**config.mk**
```make
export PLATFORM = sky130hd
export DESIGN_NAME = led_pattern_gen
export DESIGN_NICKNAME = d
export VERILOG_FILES = /design/src/rtl/led_pattern_gen.sv
export SDC_FILE = /design/constraint.sdc
export NUM_CORES = 1
export LEC_CHECK = 0
export CAP_MARGIN = 20
export CORE_UTILIZATION = 40
export CTS_BUF_LIST = sky130_fd_sc_hd__clkbuf_2
export CTS_CLUSTER_DIAMETER = 100
export DETAILED_ROUTE_END_ITERATION = 6
export HOLD_SLACK_MARGIN = 0.15
export PLACE_DENSITY = 0.63
export SLEW_MARGIN = 5
export SYNTH_ARGS = -nofsm -noshare
export SYNTH_HDL_FRONTEND = slang
export SYNTH_SLANG_ARGS = --single-unit
```
**constraint.sdc**
```tcl
create_clock -name iClk -period 4.4 [get_ports iClk]
set_input_delay 0.88 -clock iClk [delete_from_list [all_inputs] [get_ports iClk]]
set_output_delay 0.88 -clock iClk [all_outputs]
set_load 0.05 [all_outputs]
```
**src/rtl/led_pattern_gen.sv**
```systemverilog
// LED pattern generator: a prescaler tick steps a static, rotating, blinking or bouncing LED pattern.
// Define LED_ACTIVE_LOW_EN to invert the LED drive for active-low boards.
module led_pattern_gen #(
  parameter int NUM_LED   = 10,
  parameter int DIV_WIDTH = 24,
  parameter int DIV_MAX   = 12499999
) (
  input  logic               iClk,
  input  logic               iRst_n,
  input  logic               iEn,
  input  logic [1:0]         iMode,
  input  logic               iLoad,
  input  logic [NUM_LED-1:0] iPattern,
  output logic [NUM_LED-1:0] oLed,
  output logic               oTick
);

  typedef enum logic [1:0] {
    MODE_STATIC = 2'd0,
    MODE_ROTATE = 2'd1,
    MODE_BLINK  = 2'd2,
    MODE_BOUNCE = 2'd3
  } mode_t;

  localparam logic [DIV_WIDTH-1:0] CNT_MAX   = DIV_WIDTH'(DIV_MAX);
  localparam logic [NUM_LED-1:0]   PAT_RESET = NUM_LED'(1);
`ifdef LED_ACTIVE_LOW_EN
  localparam logic [NUM_LED-1:0]   LED_RESET = ~PAT_RESET;
`else
  localparam logic [NUM_LED-1:0]   LED_RESET = PAT_RESET;
`endif

  logic [DIV_WIDTH-1:0] rCnt, cntNext;
  logic [NUM_LED-1:0]   rPat, patNext;
  logic                 rPhase, phaseNext;
  logic                 rDir, dirNext;
  logic                 tickNext;
  logic [NUM_LED-1:0]   ledLevel, ledDrive;
  mode_t                mode;
  logic                 wrap;

  // Bounce helpers: a lit end bit forces the direction away from that end.
  logic                 oneHot;
  logic                 goDown;
  logic [NUM_LED-1:0]   bounced;

  assign mode    = mode_t'(iMode);
  assign wrap    = iEn && (rCnt == CNT_MAX);
  assign oneHot  = (rPat != '0) && ((rPat & (rPat - 1'b1)) == '0);
  assign goDown  = rPat[NUM_LED-1] | (rDir & ~rPat[0]);
  assign bounced = goDown ? (rPat >> 1) : (rPat << 1);

  always_comb begin
    cntNext   = rCnt;
    patNext   = rPat;
    phaseNext = rPhase;
    dirNext   = rDir;
    tickNext  = 1'b0;
    if (iLoad) begin
      patNext   = iPattern;
      cntNext   = '0;
      phaseNext = 1'b1;
      dirNext   = 1'b0;
    end else if (iEn) begin
      cntNext  = wrap ? '0 : rCnt + 1'b1;
      tickNext = wrap;
      if (wrap) begin
        case (mode)
          MODE_ROTATE: patNext = {rPat[NUM_LED-2:0], rPat[NUM_LED-1]};
          MODE_BLINK:  phaseNext = ~rPhase;
          MODE_BOUNCE: begin
            if (oneHot) begin
              patNext = bounced;
              dirNext = bounced[NUM_LED-1] ? 1'b1 : (bounced[0] ? 1'b0 : goDown);
            end else begin
              patNext = PAT_RESET;
              dirNext = 1'b0;
            end
          end
          default: ;
        endcase
      end
    end
    // Blink phase only has meaning in blink mode; outside it the pattern is always shown.
    if (mode != MODE_BLINK) phaseNext = 1'b1;
  end

  assign ledLevel = phaseNext ? patNext : '0;
`ifdef LED_ACTIVE_LOW_EN
  assign ledDrive = ~ledLevel;
`else
  assign ledDrive = ledLevel;
`endif

  always_ff @(posedge iClk or negedge iRst_n) begin
    if (!iRst_n) begin
      rCnt   <= '0;
      rPat   <= PAT_RESET;
      rPhase <= 1'b1;
      rDir   <= 1'b0;
      oTick  <= 1'b0;
      oLed   <= LED_RESET;
    end else begin
      rCnt   <= cntNext;
      rPat   <= patNext;
      rPhase <= phaseNext;
      rDir   <= dirNext;
      oTick  <= tickNext;
      oLed   <= ledDrive;
    end
  end

endmodule

```
==> results.json, run 1 <==
{
  "run_status": "completed",
  "crit_fanout": 11,
  "wl_per_cell_um": 16.3,
  "finalHoldViolCount": 0,
  "cap_violations": 0,
  "yosys.area.top_type": "dfrtp_1",
  "cp-start-kind": "input port",
  "fin_area_um2": 3390,
  "drt_wl_total_um": 7600,
  "diodes": 0,
  "ys_seq_area_share_pct": 39.5,
  "synth_cells": 355,
  "die_y_um": 88.4,
  "tritoncts": "yes",
  "synth_area_leaders": "dfrtp_1 (37%), nand3_1 (5.2%), nor2_1 (4.3%)",
  "reg2reg_depth": 5,
  "max_freq_ghz": 0.359,
  "drtIter0Drc": 265,
  "power.density_nw_per_um2": 276,
  "place_congestion": 0.859,
  "core_area_um2": 7210,
  "remaining_drc_errors": 0,
  "finalSetupTns_ps": 0,
  "ir_worst_vdd_mv": 0.139,
  "yosysWarnings": 0,
  "syn_nets": 372,
  "cts.path.max_buffers": 2,
  "slew_headroom_pct": 30.8,
  "grt_pass1_wl_um": 12500,
  "final_nets": 384,
  "worstMarginPinSlew_ps": 1040,
  "routed_via_density": 5.88,
  "async_flop_share_pct": 100,
  "gr-total-overflow": 0,
  "row_count": 31,
  "yosysMostFrequentCell": "dfrtp_1",
  "setup_viol": 0,
  "avgSynthCellArea_um2": 8.41,
  "fin_skew_ps": 35.6,
  "drive_above_1_share_pct": 7.07,
  "cts_buffers": 5,
  "hp-class": "in -> async",
  "first_pass_iters": 4,
  "synth_edf_count": 0,
  "die_width_um": 88.4,
  "placed_cell_area_um2": 3280,
  "yosysTopAreaCellShare_pct": 36.9,
  "syn_area_um2": 2980,
  "fin_cells": 467,
  "fin_crit_ps": 2790,
  "p_leak_nw": 1.22,
  "root_buffer": "clkbuf_2",
  "yosys_register_bits": 47,
  "path_class": "in -> reg",
  "grt_max_degree": 54,
  "post-route-period-util_pct": 63.4,
  "clock_latency_ps": 440,
  "area_growth_pct": 13.6,
  "netlist-cell-type-count": 56,
  "vias": 2748,
  "dieArea_um2": 7810,
  "drv_slew": 0,
  "port_buffers": 26,
  "placed_cells": 458,
  "critPathRequiredTime_ps": 4720,
  "clkSinkCount": 47,
  "grt_pass1_vias": 2524,
  "track_usage_pct": 20.6,
  "endpoint_kind": "flip-flop",
  "initial_core_util_pct": 41.4,
  "ios": 27,
  "htree_num_levels": 2,
  "place_hpwl_um": 5140,
  "rsz0062_at_grt": "false",
  "crit_arrival_ps": 3110,
  "antenna_found_initial": 0,
  "path_clk_slew_ps": 270,
  "synth_ff_type": "dfrtp_1",
  "synth_common_cells": "dfrtp_1 (44), nor2_1 (34), nand3_1 (31)",
  "postCtsSetupRepairBufs": 0,
  "ant_nets": 0,
  "cts_resized": 0,
  "fin_util_pct": 47.0,
  "postCtsHoldBufs": 0,
  "hold_slack_ps": 228
}
kinds of logic after synthesis:
logic type	share of synthesized area, %
AND/OR/NAND/NOR	31.2
AO/OA/AOI/OAI	18.4
adder cells (fa/ha/maj)	1.43
flip-flops	39.5
multiplexers	1.05
buffers and inverters	4.07
XOR/XNOR	4.40
layout by cell type, fill, tap and decap left out, drive strengths merged, types with 3 or more instances in the layout:
master	netlist	final
dfrtp	44	44
nand2b	13	13
and2	3	3
o311ai	9	9
or3	7	7
a21boi	8	8
clkdlybuf4s50	0	24
and3	5	5
o21ai	21	21
maj3	3	3
dfstp	3	3
nand4	18	18
nor2	34	34
clkbuf	22	5
a21oi	25	25
or4	3	3
and4	4	4
nor4bb	3	3
nand2	26	26
a2111oi	3	3
xnor2	3	3
or2	3	3
nor4	6	6
buf	3	6
nand3	31	31
xor2	12	12
nor3	9	9
nor2b	3	3
inv	3	3
report_power, final:
part	total (mW)	internal, mW	leakage, nW	switching (mW)
registers	0.483	0.452	0.596	0.0313
clock network	0.299	0.152	0.0492	0.147
logic	0.151	0.0601	0.574	0.0913
worst max-delay path, cell delays in order:
cell and delay (ps):
clkdlybuf4s50_1 690, and2_1 230, and4_1 450, a21boi_0 140
a2111oi_0 590, nor3_1 130
cell type report:
class | count | area (um^2)
inverters | 5 | 18.8
well taps | 99 | 124
repair buffers | 30 | 293
fillers | 741 | 3820
clock buffers | 5 | 25.0
multi-input cells | 278 | 1680
flip-flops and latches | 47 | 1180
clock inverters | 3 | 67.6
flip-flops by register name (all words and copies together) (netlist names):
register,count
rDir,1
rPat,10
oLed,10
oTick,1
rPhase,1
rCnt,24
per-stage QoR:
step,setup slack [ps],power [mW]
finish,1610,0.934
global route,1440,0.975
CTS,1610,0.939
detailed placement,1130,0.639
global placement,1240,0.637
floorplan,2180,0.583
path summary, 6_finish.rpt:
kind | from | end | slack [ps]
hold reg to reg | rCnt[22]$_DFFE_PN0P_ | rCnt[22]$_DFFE_PN0P_ | 570
max in group asynchronous | iRst_n | oLed[0]$_DFF_PN1_ | 3630
setup reg to reg | rPat[4]$_DFF_PN0_ | oLed[6]$_DFF_PN0_ | 1710
min in group iClk | rCnt[22]$_DFFE_PN0P_ | rCnt[22]$_DFFE_PN0P_ | 570
hold / removal | iRst_n | oLed[1]$_DFF_PN0_ | 230
setup / recovery | iEn | oLed[8]$_DFF_PN0_ | 1610
layer usage:
metal | GRT usage [%] | vias up | wire length, um
met5 | 0 | - | 0
met2 | 30.3 | 71 | 3360
met4 | 6.16 | 0 | 87
li1 | - | 1337 | -
met1 | 30.9 | 1332 | 3800
met3 | 3.54 | 8 | 345
Note: power is estimated with default switching activity, not from simulation.
==> run 2, diff against run 1 <==
==> constraint.sdc (replaced) <==
create_clock -name iClk -period 2.6 [get_ports iClk]
set_input_delay 0.52 -clock iClk [delete_from_list [all_inputs] [get_ports iClk]]
set_output_delay 0.52 -clock iClk [all_outputs]
set_load 0.05 [all_outputs]
==> run 2 against run 1 <==
Net effect:
- global-route usage increased by 0.93 points
- clock-buffer cell count did not move
- cell count rose by 4.3%
- wire length is 3.8% higher
- hold slack improved by 220 ps
- clock power grew 7.4%
- core utilization is 1.3 points higher
- combinational power grew 95%
- clock skew shrank 5.2 ps
- sequential share of layout area is 0.91 points lower
- first-iteration DRC count is 25% lower
- highest routed layer unchanged
==> results.json, run 2 (synthesis gave the netlist of run 1 again) <==
{
  "wl_per_cell_um": 16.2,
  "port_buffers": 26,
  "finalHoldViolCount": 0,
  "cap_violations": 0,
  "clkSinkCount": 47,
  "endpoint_kind": "flip-flop",
  "met2_usage_pct": 31.1,
  "track_usage_pct": 21.6,
  "final_nets": 404,
  "cts_buffers": 5,
  "root_buffer": "clkbuf_2",
  "regMostFlops": "rCnt",
  "die_y_um": 88.4,
  "drt_wl_total_um": 7890,
  "critPathRequiredTime_ps": 2990,
  "vias": 2846,
  "grt_max_degree": 37,
  "hold_slack_ps": 443,
  "place_hpwl_um": 5450,
  "tritoncts": "yes",
  "final_cell_mix": "dfrtp_1 (44), nor2_1 (34), nand3_1 (31), nand2_1 (26)",
  "remaining_drc_errors": 0,
  "cts_resized": 0,
  "drv_slew": 0,
  "path_clk_slew_ps": 270,
  "htree_num_levels": 2,
  "drtIter0Drc": 199,
  "slowest_stage": "or4_1",
  "drive_above_1_share_pct": 11.6,
  "largest_register_ffs": 24,
  "post-route-period-util_pct": 93.4,
  "worstMarginPinSlew_ps": 787,
  "grt_pass1_wl_um": 13000,
  "grtUsageMet3_pct": 3.82,
  "setup_viol": 0,
  "clock_latency_ps": 440,
  "fin_skew_ps": 30.4,
  "p_leak_nw": 1.30,
  "p_total_mw": 1.41,
  "core_area_um2": 7210,
  "area_growth_pct": 16.7,
  "fin_crit_ps": 2430,
  "rsz0062_at_grt": "false",
  "diodes": 0,
  "place_congestion": 0.864,
  "ant_nets": 0,
  "crit_chain": "or4_1 > or3_4 > a221o_1 > nor4_2 > a21o_1",
  "max_freq_ghz": 0.412,
  "antenna_found_initial": 0,
  "slew_headroom_pct": 47.5,
  "finalSetupTns_ps": 0,
  "cts.path.max_buffers": 2,
  "final_common_cell": "dfrtp_1",
  "row_count": 31,
  "critPathMaxStageDelay_ps": 650,
  "ios": 27,
  "top_regs": "rCnt: 24 flops, oLed: 10 flops, rPat: 10 flops",
  "routed_via_density": 5.84,
  "met1_usage_pct": 32.5,
  "crit_arrival_ps": 2820,
  "grt_pass1_vias": 2608,
  "path_buf_inv": 0,
  "busiest_layer": "met1",
  "gr-total-overflow": 0,
  "first_pass_iters": 5,
  "initial_core_util_pct": 41.4,
  "power.density_nw_per_um2": 406,
  "run_status": "completed",
  "path_class": "reg -> reg",
  "die_width_um": 88.4,
  "cp-start-kind": "flip-flop",
  "critPathTopFamily": "simple AND/OR/NAND/NOR gates",
  "dieArea_um2": 7810,
  "crit_fanout": 10,
  "hp-class": "in -> reg",
  "ir_worst_vdd_mv": 0.201
}
run 2: changes by cell type in the layout (fill, tap and decap cells not counted), sizes merged:
cell	change
dlygate4sd3	+1
bufinv	-2
clkinv	+2
inv	+1
clkinvlp	-1
buf	+19
run 2: stage by stage:
stage                     cells  worst slack (ps)  instance area [um^2]  util, %
after floorplan             355               383                  2980        -
after global placement      478               247                  3430     47.5
after detailed placement    478               232                  3430     47.5
after CTS                   487               184                  3480     48.3
after global routing        487              85.0                  3480     48.3
final                       487               172                  3480     48.3
run 2: what timing repair did:
action	4_1_cts	5_1_grt
endpoints found under the setup margin	0	0
buffers inserted	0	0
endpoints found under the hold margin	30	0
hold buffers	1	0
run 2: cell type report:
type / instances / area, um^2
Timing Repair Buffer: 50 / 433
Clock inverter: 3 / 18.8
Fill cell: 716 / 3730
Multi-Input combinational cell: 278 / 1680
Inverter: 5 / 18.8
Sequential cell: 47 / 1180
Tap cell: 99 / 124
Clock buffer: 5 / 25.0
run 2: where the power goes:
| part | switching [mW] | internal, mW |
|---|---|---|
| clock | 0.253 | 0.0673 |
| sequential | 0.0319 | 0.766 |
| combinational | 0.179 | 0.116 |
run 2: final timing paths:
path                                           start                   end  slack, ps  depth (start not counted)
worst max-delay path               rPat[0]$_DFF_PN1_      rDir$_DFFE_PN0P_        170                          5
worst min-delay path                           iLoad   rCnt[4]$_DFFE_PN0P_        440                          2
worst max register to register     rPat[0]$_DFF_PN1_      rDir$_DFFE_PN0P_        170                          5
worst min register to register  rCnt[22]$_DFFE_PN0P_  rCnt[22]$_DFFE_PN0P_        580                          1
max in group asynchronous                     iRst_n   rCnt[2]$_DFFE_PN0P_       1320                          3
min in group asynchronous                     iRst_n  rCnt[11]$_DFFE_PN0P_        650                          2
run 2: worst reg2reg max path, stage by stage (launching register included):
cell and delay [ps]:
dfstp_2 480, or4_1 650, or3_4 420, a221o_1 380
nor4_2 290, a21o_1 170
run 2: per-layer routing:
layer / routed length, um / vias to the layer above
met2: 3330 / 96
li1: - / 1370
met1: 3960 / 1364
met3: 448 / 16
met5: 0 / -
met4: 148 / 0
==> run 3, diff against run 2 <==
--- a/config.mk
+++ b/config.mk
@@ -5,6 +5,7 @@
 export SDC_FILE = /design/constraint.sdc
 export NUM_CORES = 1
 export LEC_CHECK = 0
+export ABC_AREA = 1
 export CAP_MARGIN = 20
 export CORE_UTILIZATION = 40
 export CTS_BUF_LIST = sky130_fd_sc_hd__clkbuf_2
==> constraint.sdc (replaced) <==
create_clock -name iClk -period 2.6 [get_ports iClk]
set_input_delay 0.52 -clock iClk [delete_from_list [all_inputs] [get_ports iClk]]
set_output_delay 0.52 -clock iClk [all_outputs]
set_load 0.1 [all_outputs]
==> run 3 against run 2 <==
Net effect:
- core utilization down 0.90 points
- via count is 12% lower
- combinational power rose by 16%
- synthesized cell count grew 6.5%
- cell area decreased by 7.1%
- critical path depth grew 7
- hold slack improved by 96 ps
- synthesized area shrank 4.4%
- critical endpoint is now rCnt[16]$_DFFE_PN0P_
- clock power fell by 7.8%
- die area down 4.3%
- maximum frequency is 19% higher
==> results.json, run 3 <==
{
  "cts_resized": 0,
  "yosysTopAreaCellShare_pct": 38.6,
  "place_ws_ps": 305,
  "place_congestion": 0.904,
  "grt_pass1_vias": 2328,
  "drt_wl_total_um": 6480,
  "postCtsHoldBufs": 1,
  "routed_via_density": 4.96,
  "worstMarginPinSlew_ps": 577,
  "track_usage_pct": 19.2,
  "async_flop_share_pct": 100,
  "die_y_um": 86.4,
  "largest_register_ffs": 24,
  "synth_area_leaders": "dfrtp_1 (39%), nand2_1 (12%), nor2_1 (5.5%)",
  "power_frac_comb_pct": 23.5,
  "placed_cells": 497,
  "yosysWarnings": 0,
  "p_leak_nw": 1.42,
  "diodes": 0,
  "port_buffers": 26,
  "critPathLaunch": "rCnt[0]$_DFFE_PN0P_",
  "critPathTopFamily": "simple AND/OR/NAND/NOR gates",
  "ir_worst_vdd_mv": 0.323,
  "rsz0062_at_grt": "false",
  "dieArea_um2": 7470,
  "final_common_cell": "nand2_1",
  "path_clk_slew_ps": 230,
  "vias": 2510,
  "finalHoldViolCount": 0,
  "cap_violations": 0,
  "crit_arrival_ps": 2400,
  "critPathRequiredTime_ps": 2970,
  "synth_cells": 378,
  "max_freq_ghz": 0.490,
  "place_hpwl_um": 4800,
  "row_count": 30,
  "grt_pass1_wl_um": 11200,
  "p_sw_share_pct": 35.9,
  "initial_core_util_pct": 41.7,
  "grt_max_degree": 26,
  "clkPwrFrac_pct": 20.2,
  "power.density_nw_per_um2": 452,
  "clock_latency_ps": 420,
  "crit_top_cell": "nand2_1",
  "die_width_um": 86.4,
  "fin_crit_ps": 2040,
  "endpoint_kind": "flip-flop",
  "path_class": "reg -> reg",
  "fin_skew_ps": 17.0,
  "area_growth_pct": 13.5,
  "holdCritStartpoint": "rCnt[0]$_DFFE_PN0P_",
  "antenna_found_initial": 0,
  "setup_viol": 0,
  "drv_slew": 0,
  "fin_cells": 506,
  "syn_nets": 395,
  "first_pass_iters": 7,
  "yosys.area.top_type": "dfrtp_1",
  "run_status": "completed",
  "synth_common_cells": "nand2_1 (89), dfrtp_1 (44), nor2_1 (42)",
  "tritoncts": "yes",
  "path_buf_inv": 2,
  "post-route-period-util_pct": 78.4,
  "crit_fanout": 12,
  "synth_edf_count": 0,
  "cts_buffers": 5,
  "remaining_drc_errors": 0,
  "p_total_mw": 1.46,
  "critPathMaxStageDelay_ps": 470,
  "root_buffer": "clkbuf_2",
  "ant_nets": 0,
  "htree_num_levels": 2,
  "synth_ff_type": "dfrtp_1",
  "p_sw_uw": 524,
  "yosys_register_bits": 47,
  "regMostFlops": "rCnt",
  "avgSynthCellArea_um2": 7.54,
  "netlist-cell-type-count": 43,
  "syn_area_um2": 2850,
  "drive_above_1_share_pct": 19.0,
  "ys_seq_area_share_pct": 41.4,
  "hold_slack_ps": 540,
  "cts.path.max_buffers": 2,
  "timing.rr.start": "rCnt[0]$_DFFE_PN0P_",
  "top_regs": "rCnt: 24 flops, oLed: 10 flops, rPat: 10 flops",
  "slew_headroom_pct": 61.5,
  "final_nets": 426,
  "seq_power_share_pct": 56.3,
  "gr-total-overflow": 0,
  "wl_per_cell_um": 12.8,
  "drtIter0Drc": 305,
  "core_area_um2": 6830,
  "slowest_stage": "dfrtp_1",
  "fin_ws_ps": 560,
  "hp-class": "reg -> reg",
  "postCtsSetupRepairBufs": 0,
  "clkSinkCount": 47,
  "yosysMostFrequentCell": "nand2_1",
  "cp-start-kind": "flip-flop",
  "ios": 27,
  "p_int_uw": 937,
  "finalSetupTns_ps": 0,
  "final_cell_mix": "nand2_1 (89), dfrtp_1 (44), nor2_1 (42), inv_1 (40), a21oi_1 (26)",
  "crit_chain": "ha_1 > nand2_1 > nor2_4 > nand3_1 > nor3_2 > nand2_2 > clkinv_4 > nor2_4 > nand2_1 > inv_1 > nand2_1 > o21ai_0"
}
## run 3: cell types whose count changed in the layout (fill, tap and decap cells not counted), moves of 9 or more
cell | previous run | this run
nand2b_1 | 13 | 0
nand3_1 | 31 | 14
clkdlybuf4s50_1 | 24 | 14
inv_1 | 3 | 40
nor2_2 | 0 | 11
nand2_1 | 26 | 89
nand4_1 | 18 | 7
o311ai_0 | 9 | 0
nand2_2 | 0 | 16
## run 3: kinds of logic after synthesis
| group | Yosys count | share of synthesized area, % |
|---|---|---|
| simple gates | 204 | 34.1 |
| compound gates | 68 | 14.2 |
| buf+inv | 53 | 8.34 |
| flops | 47 | 41.4 |
| xor+xnor | 5 | 1.54 |
| fa+ha+maj | 1 | 0.439 |
## run 3: final timing paths
kind	endpoint	cells past startpoint	slack, ps
worst max register to register	rCnt[16]$_DFFE_PN0P_	12	560
worst max-delay path	rCnt[16]$_DFFE_PN0P_	12	560
worst min-delay path	rCnt[0]$_DFFE_PN0P_	1	540
worst min register to register	rCnt[0]$_DFFE_PN0P_	1	540
max in group asynchronous	rPat[0]$_DFF_PN1_	3	1400
min in group asynchronous	rCnt[1]$_DFFE_PN0P_	2	590
## run 3: metal layers
layer / GRT usage, % / vias to the layer above / wire length (um)
met5: 0 / - / 0
met4: 5.00 / 0 / 68
met3: 3.05 / 7 / 294
met2: 27.1 / 62 / 2660
met1: 30.1 / 1156 / 3460
li1: - / 1285 / -
## run 3: cell type report
type | count | area, um^2
Clock buffer | 5 | 25.0
Timing Repair Buffer | 32 | 288
Sequential cell | 47 | 1180
Tap cell | 96 | 120
Clock inverter | 3 | 15.0
Fill cell | 701 | 3600
Inverter | 45 | 174
Multi-Input combinational cell | 278 | 1430
## run 3: power groups by stage
stage,clock (mW),sequential [mW],combinational [mW]
after CTS,0.312,0.822,0.346
after global routing,0.339,0.830,0.379
final,0.296,0.823,0.343
after floorplan,0,0.928,0.146
after global placement,0,0.836,0.339
after detailed placement,0,0.835,0.343
## run 3: stage by stage
stage / util (%) / cell area [um^2]
6_report: 47.4 / 3240
5_1_grt: 47.4 / 3240
4_1_cts: 47.4 / 3240
3_5_place_dp: 46.6 / 3190
3_3_place_gp: 46.6 / 3190
2_1_floorplan: - / 2850
